**config.mk**
```make
export PLATFORM = sky130hd
export DESIGN_NAME = ifu_prefetch_queue
export DESIGN_NICKNAME = d
export VERILOG_FILES = /design/src/rtl/ifu_pkg.sv /design/src/rtl/ifu_fetch_fifo.sv /design/src/rtl/ifu_prefetch_queue.sv
export SDC_FILE = /design/constraint.sdc
export NUM_CORES = 1
export LEC_CHECK = 0
export ABC_AREA = 1
export CAP_MARGIN = 0
export CORE_UTILIZATION = 52
export DETAILED_ROUTE_END_ITERATION = 10
export PLACE_DENSITY = 0.83
export SLEW_MARGIN = 10
export SYNTH_ARGS = -nofsm -noshare
export SYNTH_HDL_FRONTEND = slang
export SYNTH_HIERARCHICAL = 1
export SYNTH_SLANG_ARGS = --single-unit
```
**constraint.sdc**
```tcl
create_clock -name clock -period 5.8 [get_ports clock]
set_input_delay 1.16 -clock clock [delete_from_list [all_inputs] [get_ports clock]]
set_output_delay 1.16 -clock clock [all_outputs]
set_load 0.01 [all_outputs]
```
**src/rtl/ifu_pkg.sv**
```systemverilog
`default_nettype none
// +----------------------------------------------------------------------------+
// | Module      : ifu_pkg                                                      |
// | Description : Shared types, opcode constants and immediate extractors for  |
// |               the prefetching instruction fetch unit.                      |
// | Revision    : 1.0 - initial release                                        |
// +----------------------------------------------------------------------------+
package ifu_pkg;

  localparam int unsigned IFU_XLEN = 32;

  localparam logic [4:0] OP_BRANCH = 5'b11000;
  localparam logic [4:0] OP_JAL    = 5'b11011;

  typedef enum logic {
    ST_RUN           = 1'b0,
    ST_REDIRECT_WAIT = 1'b1
  } ifu_state_e;

  typedef struct packed {
    logic [IFU_XLEN-1:0] pc;
    logic [IFU_XLEN-1:0] inst;
    logic                pred_taken;
  } fq_entry_t;

  function automatic logic [IFU_XLEN-1:0] imm_b(input logic [IFU_XLEN-1:0] inst);
    return {{20{inst[31]}}, inst[7], inst[30:25], inst[11:8], 1'b0};
  endfunction

  function automatic logic [IFU_XLEN-1:0] imm_j(input logic [IFU_XLEN-1:0] inst);
    return {{12{inst[31]}}, inst[19:12], inst[20], inst[30:21], 1'b0};
  endfunction

endpackage
`default_nettype wire

```
**src/rtl/ifu_fetch_fifo.sv**
```systemverilog
`default_nettype none
// +----------------------------------------------------------------------------+
// | Module      : ifu_fetch_fifo                                               |
// | Description : Synchronous FIFO of fetched entries with clear; the head is  |
// |               read combinationally from storage.                           |
// | Revision    : 1.0 - initial release                                        |
// +----------------------------------------------------------------------------+
module ifu_fetch_fifo
  import ifu_pkg::*;
#(
  parameter int unsigned DEPTH = 4
) (
  input  logic      clk_i,
  input  logic      rst_i,
  input  logic      clear_i,
  input  logic      push_i,
  input  logic      pop_i,
  input  fq_entry_t wdata_i,
  output fq_entry_t head_o,
  output logic      full_o,
  output logic      empty_o
);

  localparam int unsigned c_AW = $clog2(DEPTH);

  logic [c_AW:0] wr_ptr_q, wr_ptr_d;
  logic [c_AW:0] rd_ptr_q, rd_ptr_d;
  fq_entry_t     mem_q [DEPTH];

  always_comb begin
    wr_ptr_d = wr_ptr_q;
    rd_ptr_d = rd_ptr_q;
    if (clear_i) begin
      wr_ptr_d = '0;
      rd_ptr_d = '0;
    end else begin
      if (push_i) wr_ptr_d = wr_ptr_q + 1'b1;
      if (pop_i)  rd_ptr_d = rd_ptr_q + 1'b1;
    end
  end

  always_ff @(posedge clk_i) begin
    if (rst_i) begin
      wr_ptr_q <= '0;
      rd_ptr_q <= '0;
      for (int unsigned i = 0; i < DEPTH; i++) mem_q[i] <= '0;
    end else begin
      wr_ptr_q <= wr_ptr_d;
      rd_ptr_q <= rd_ptr_d;
      if (push_i && !clear_i) mem_q[wr_ptr_q[c_AW-1:0]] <= wdata_i;
    end
  end

  // Extra pointer MSB separates full from empty when the index bits match.
  assign full_o  = (wr_ptr_q[c_AW] != rd_ptr_q[c_AW]) &&
                   (wr_ptr_q[c_AW-1:0] == rd_ptr_q[c_AW-1:0]);
  assign empty_o = (wr_ptr_q == rd_ptr_q);
  assign head_o  = mem_q[rd_ptr_q[c_AW-1:0]];

endmodule
`default_nettype wire

```
**src/rtl/ifu_prefetch_queue.sv**
```systemverilog
`default_nettype none
// +----------------------------------------------------------------------------+
// | Module      : ifu_prefetch_queue                                           |
// | Description : Fetch PC owner with redirect handling and a prefetch queue   |
// |               between ICache and decode. Define IFU_BPRED_EN to enable     |
// |               static backward-branch / JAL prediction.                     |
// | Revision    : 1.0 - initial release                                        |
// +----------------------------------------------------------------------------+
module ifu_prefetch_queue
  import ifu_pkg::*;
#(
  parameter int unsigned     XLEN     = 32,
  parameter int unsigned     FQ_DEPTH = 4,
  parameter logic [XLEN-1:0] RESET_PC = 32'h8000_0000
) (
  input  logic            clock,
  input  logic            reset,
  output logic [XLEN-1:0] cache_addr,
  input  logic            cache_hit,
  input  logic [XLEN-1:0] cache_inst,
  input  logic            jump_flush,
  input  logic [XLEN-1:0] jump_dnpc,
  input  logic            cs_flush,
  input  logic [XLEN-1:0] cs_dnpc,
  input  logic            out_ready,
  output logic            out_valid,
  output logic [XLEN-1:0] out_pc,
  output logic [XLEN-1:0] out_inst,
  output logic            out_pred_taken
);

  logic [XLEN-1:0] fetch_pc_q, fetch_pc_d;
  logic [XLEN-1:0] pend_pc_q, pend_pc_d;
  ifu_state_e      state_q, state_d;

  logic            w_flush;
  logic [XLEN-1:0] w_dnpc;
  logic            w_push;
  logic            w_pop;
  logic            w_full;
  logic            w_empty;
  logic [XLEN-1:0] w_incr;
  logic            w_pred;
  logic [XLEN-1:0] w_next_pc;
  fq_entry_t       w_wdata;
  fq_entry_t       w_head;

  assign w_flush = jump_flush | cs_flush;
  assign w_dnpc  = cs_flush ? cs_dnpc : jump_dnpc;

`ifdef IFU_BPRED_EN
  always_comb begin
    w_incr = XLEN'(4);
    if (cache_inst[6:2] == OP_BRANCH && cache_inst[31]) w_incr = imm_b(cache_inst);
    else if (cache_inst[6:2] == OP_JAL)                 w_incr = imm_j(cache_inst);
  end
  assign w_pred = (w_incr != XLEN'(4));
`else
  assign w_incr = XLEN'(4);
  assign w_pred = 1'b0;
`endif

  assign w_next_pc = fetch_pc_q + w_incr;

  // A flush hides the head in the same cycle so decode never sees a stale entry.
  assign out_valid = ~w_empty & ~w_flush;
  assign w_pop     = out_valid & out_ready;
  assign w_push    = cache_hit & ~w_flush & (state_q == ST_RUN) & (~w_full | w_pop);

  assign w_wdata.pc         = fetch_pc_q;
  assign w_wdata.inst       = cache_inst;
  assign w_wdata.pred_taken = w_pred;

  always_comb begin
    fetch_pc_d = fetch_pc_q;
    pend_pc_d  = pend_pc_q;
    state_d    = state_q;
    if (w_flush) begin
      if (cache_hit) begin
        fetch_pc_d = w_dnpc;
        state_d    = ST_RUN;
      end else begin
        // The outstanding miss must return on the old address before redirecting.
        pend_pc_d = w_dnpc;
        state_d   = ST_REDIRECT_WAIT;
      end
    end else if (state_q == ST_REDIRECT_WAIT) begin
      if (cache_hit) begin
        fetch_pc_d = pend_pc_q;
        state_d    = ST_RUN;
      end
    end else if (w_push) begin
      fetch_pc_d = w_next_pc;
    end
  end

  always_ff @(posedge clock) begin
    if (reset) begin
      fetch_pc_q <= RESET_PC;
      pend_pc_q  <= '0;
      state_q    <= ST_RUN;
    end else begin
      fetch_pc_q <= fetch_pc_d;
      pend_pc_q  <= pend_pc_d;
      state_q    <= state_d;
    end
  end

  ifu_fetch_fifo #(
    .DEPTH (FQ_DEPTH)
  ) u_fifo (
    .clk_i   (clock),
    .rst_i   (reset),
    .clear_i (w_flush),
    .push_i  (w_push),
    .pop_i   (w_pop),
    .wdata_i (w_wdata),
    .head_o  (w_head),
    .full_o  (w_full),
    .empty_o (w_empty)
  );

  assign cache_addr     = fetch_pc_q;
  assign out_pc         = w_head.pc;
  assign out_inst       = w_head.inst;
  assign out_pred_taken = w_head.pred_taken;

endmodule
`default_nettype wire
```
==> out/qor.tcl <==
set qor(status) {finished clean}
set qor(routed.top_layer) {met4}
set qor(mappedNetlistArea_um2) 16000
set qor(areaGrowthSynthToFinish_pct) 20.6
set qor(fin_util) 0.643
set qor(per_instance_average_area_after_synthesis_um2) 8.83
set qor(setup.worst_path.class) {flip-flop to primary output}
set qor(clockRootBuffer) {sky130_fd_sc_hd__clkbuf_16}
set qor(final_min_period_over_clock_period) 0.847
set qor(die-height_um) 177
set qor(netlist_instances) 1810
set qor(netlist-cell-type-count) 38
set qor(detailedRoute.firstIterationViolations) 1280
set qor(synth_fp_nets) 1915
set qor(power_frac_seq) 0.506
set qor(tightestPinTransition_ps) 1100
set qor(report.final.hold_viol_count) 0
set qor(layout_setup_ws_ps) 889
set qor(number_of_cts_inserted_buffers) 34
set qor(cts.hold.buffers_added) 0
set qor(power.share.combinational) 0.086
set qor(n_antenna_cell) 0
set qor(dp_hpwl_mm) 24.3
set qor(finClkSkew_ps) 11.6
set qor(clock_latency_ps) 520
set qor(maximum_clock_frequency_ghz) 0.204
set qor(power.density_nw_per_um2) 281
set qor(intPower_uw) 4190
set qor(cts_tree) {done}
set qor(synth-seq-area-share) 0.580
set qor(worst_setup_hold_path_clk_slew_ps) 60
set qor(grt_first_pass_wirelength_mm) 63.2
set qor(crit_path_end_kind) {primary output}
set qor(setup_total_negative_slack_ps) 0
set qor(p_leak_uw) 0.00745
set qor(synth_seq_cells) 333
set qor(layout_min_cycle_time_ps) 4910
set qor(setup_viols_final) 0
set qor(maximum_number_of_pins_on_one_net_before_global_route_repair) 133
set qor(power.share.switching) 0.227
set qor(grt_pass1_vias) 12500
set qor(placement_setup_slack_ps) 1480
set qor(ios) 200
set qor(detail_route.wirelength.met1_mm) 15.8
set qor(cts_num_sinks) 333
set qor(post_drt_via_cell_ratio) 5.47
set qor(crit_fanout) 66
set qor(ant_nets) 0
set qor(start_util) 0.533
set qor(cts_repair_resize_count) 0
set qor(place.port_buffers) 199
set qor(required_ps) 4640
set qor(routed_wire_length_per_instance_um) 16.9
set qor(wl_met2_mm) 19.6
set qor(pwr-share-clk) 0.408
set qor(finish.net_count) 2059
set qor(post_route_cells_drive_above_1_share) 0.0541
set qor(synth.yosys.warnings) 6
set qor(cts_post_setup_buffers_inserted) 0
set qor(floorplan.die.width_um) 177
set qor(met3WireLength_mm) 3.46
set qor(detail_route.drc_violations) 0
set qor(global_route.usage.total) 0.258
set qor(drt-total-wl_mm) 39.9
set qor(max-vdd-ir-drop_uv) 173
set qor(core_area_um2) 30000
set qor(power.net_switching_uw) 1230
set qor(grt_setup_unrepaired) {false}
set qor(ctsLongestPathBuffers) 3
set qor(detailroute.via_count) 13000
set qor(gpl_congestion) 0.888
set qor(max_cap_viol_count) 0
set qor(drt-pass1-iter-count) 6
set qor(class_of_the_worst_hold_path) {flip-flop to flip-flop}
set qor(cp-start-kind) {flip-flop}
set qor(cts.htree.levels) 2
set qor(globalRouteOverflowTotal) 0
set qor(slew_headroom) 0.269
set qor(dieArea_um2) 31400
set qor(rows) 63
set qor(antenna_found_initial) 0
set qor(slew_viol_final) 0
set qor(critical_path_arrival_ps) 3750
==> area by class of cell <==
type / count / area, µm²
fill: 2317 / 10700
sequential: 333 / 9270
multi-input combinational: 1136 / 5400
timing repair buffer: 208 / 2070
clock buffer: 46 / 937
inverter: 241 / 906
tap: 390 / 488
clock inverter: 14 / 189
==> worst max-delay path, cell delays in order, from the launching register on <==
cell and delay [ps]:
sky130_fd_sc_hd__dfxtp_2 310, sky130_fd_sc_hd__buf_4 680, sky130_fd_sc_hd__clkinv_2 1090, sky130_fd_sc_hd__o211ai_1 450, sky130_fd_sc_hd__nand2_1 180, sky130_fd_sc_hd__clkdlybuf4s50_1 510
==> through the flow <==
step / instances / power (µW) / cell area, µm² / hold WS (ps)
after global placement: 2308 / 3240 / 18100 / 434
after global routing: 2368 / 5570 / 19300 / 472
after detailed placement: 2308 / 3250 / 18100 / 443
after CTS: 2368 / 5440 / 19300 / 451
final: 2368 / 5420 / 19300 / 453
after floorplan: 1810 / 3000 / 16000 / 425
==> layer usage <==
layer	vias up	GRT usage
li1	6160	-
met1	6076	0.331
met2	633	0.440
met3	83	0.0425
met4	0	0.0912
met5	-	0
==> synth_stat cells <==
library cell               instances  area [µm²]
sky130_fd_sc_hd__xnor2_1           6        52.6
sky130_fd_sc_hd__nand2_2           4        25.0
sky130_fd_sc_hd__nand3b_1          9        67.6
sky130_fd_sc_hd__nand2_1         436        1640
sky130_fd_sc_hd__a21oi_1          61         305
sky130_fd_sc_hd__xor2_1            3        26.3
sky130_fd_sc_hd__clkinv_1          2        7.51
sky130_fd_sc_hd__a22oi_1           1        7.51
sky130_fd_sc_hd__clkbuf_1         37         139
sky130_fd_sc_hd__ha_1              3        37.5
sky130_fd_sc_hd__o21ai_0          54         270
sky130_fd_sc_hd__a31oi_1           4        25.0
sky130_fd_sc_hd__buf_2            47         235
sky130_fd_sc_hd__o21bai_1          5        37.5
sky130_fd_sc_hd__nor2_4            3        33.8
sky130_fd_sc_hd__nor3_1            1        5.00
sky130_fd_sc_hd__nand2_4           1        11.3
sky130_fd_sc_hd__a211oi_1          4        30.0
sky130_fd_sc_hd__o21ai_2           1        8.76
sky130_fd_sc_hd__edfxtp_1        260        7810
sky130_fd_sc_hd__mux2i_1           1        10.0
sky130_fd_sc_hd__nor2_8            1        20.0
sky130_fd_sc_hd__nor2_2            2        12.5
sky130_fd_sc_hd__nand3_1          23         115
sky130_fd_sc_hd__nand3b_2          1        11.3
sky130_fd_sc_hd__nor2_1          346        1300
sky130_fd_sc_hd__conb_1            1        3.75
sky130_fd_sc_hd__nand4_1           4        25.0
sky130_fd_sc_hd__or2_2             6        37.5
sky130_fd_sc_hd__buf_1            10        37.5
sky130_fd_sc_hd__dfxtp_1          73        1460
sky130_fd_sc_hd__o21ai_1           4        20.0
sky130_fd_sc_hd__buf_6             1        11.3
sky130_fd_sc_hd__mux2_2           20         225
sky130_fd_sc_hd__inv_2             2        7.51
sky130_fd_sc_hd__o211ai_1        131         983
sky130_fd_sc_hd__buf_4             5        37.5
sky130_fd_sc_hd__inv_1           237         890
==> power by group through the flow <==
stage | registers, µW | logic, µW | clock network, µW
floorplan | 2770 | 234 | 0
global placement | 2780 | 451 | 0
detailed placement | 2790 | 459 | 0
CTS | 2740 | 464 | 2230
global route | 2750 | 510 | 2310
finish | 2740 | 463 | 2210
==> cells by family after synthesis <==
family,after synthesis,synth area share
xor+xnor,9,0.00493
mux,21,0.0147
other cells,1,0.000235
simple gates,837,0.207
buf+inv,341,0.0854
compound gates,265,0.106
fa+ha+maj,3,0.00235
flops,333,0.580
==> path summary, 6_finish.rpt <==
kind | endpoint | from | depth (start not counted) | slack, ps
worst min register to register | pend_pc_q[23] | pend_pc_q[23] | 2 | 450
worst min-delay path | pend_pc_q[23] | pend_pc_q[23] | 2 | 450
worst max-delay path | out_pc[17] | flip-flop | 5 | 890
worst max register to register | u_fifo/mem_q[2][1] | u_fifo/wr_ptr_q[1] | 13 | 2240
==> state kept, by name (all words and copies together) (netlist names), named ones only <==
name and cells:
u_fifo/wr_ptr_q 3, pend_pc_q 32, u_fifo/rd_ptr_q 3, state_q 1, u_fifo/mem_q 260, cache_addr 32
==> cells in the final DEF, fill, tap and decap left out, drive strengths merged, types with 10 or more instances in the layout <==
master,instances
buf,10
o211ai,131
clkinv,13
mux2,20
inv,238
edfxtp,260
dfxtp,73
o21ai,59
nand3b,10
clkdlybuf4s50,198
a21oi,61
clkbuf,46
nor2,352
nand2,441
nand3,23
No activity file was read; power rests on OpenSTA's default activity.
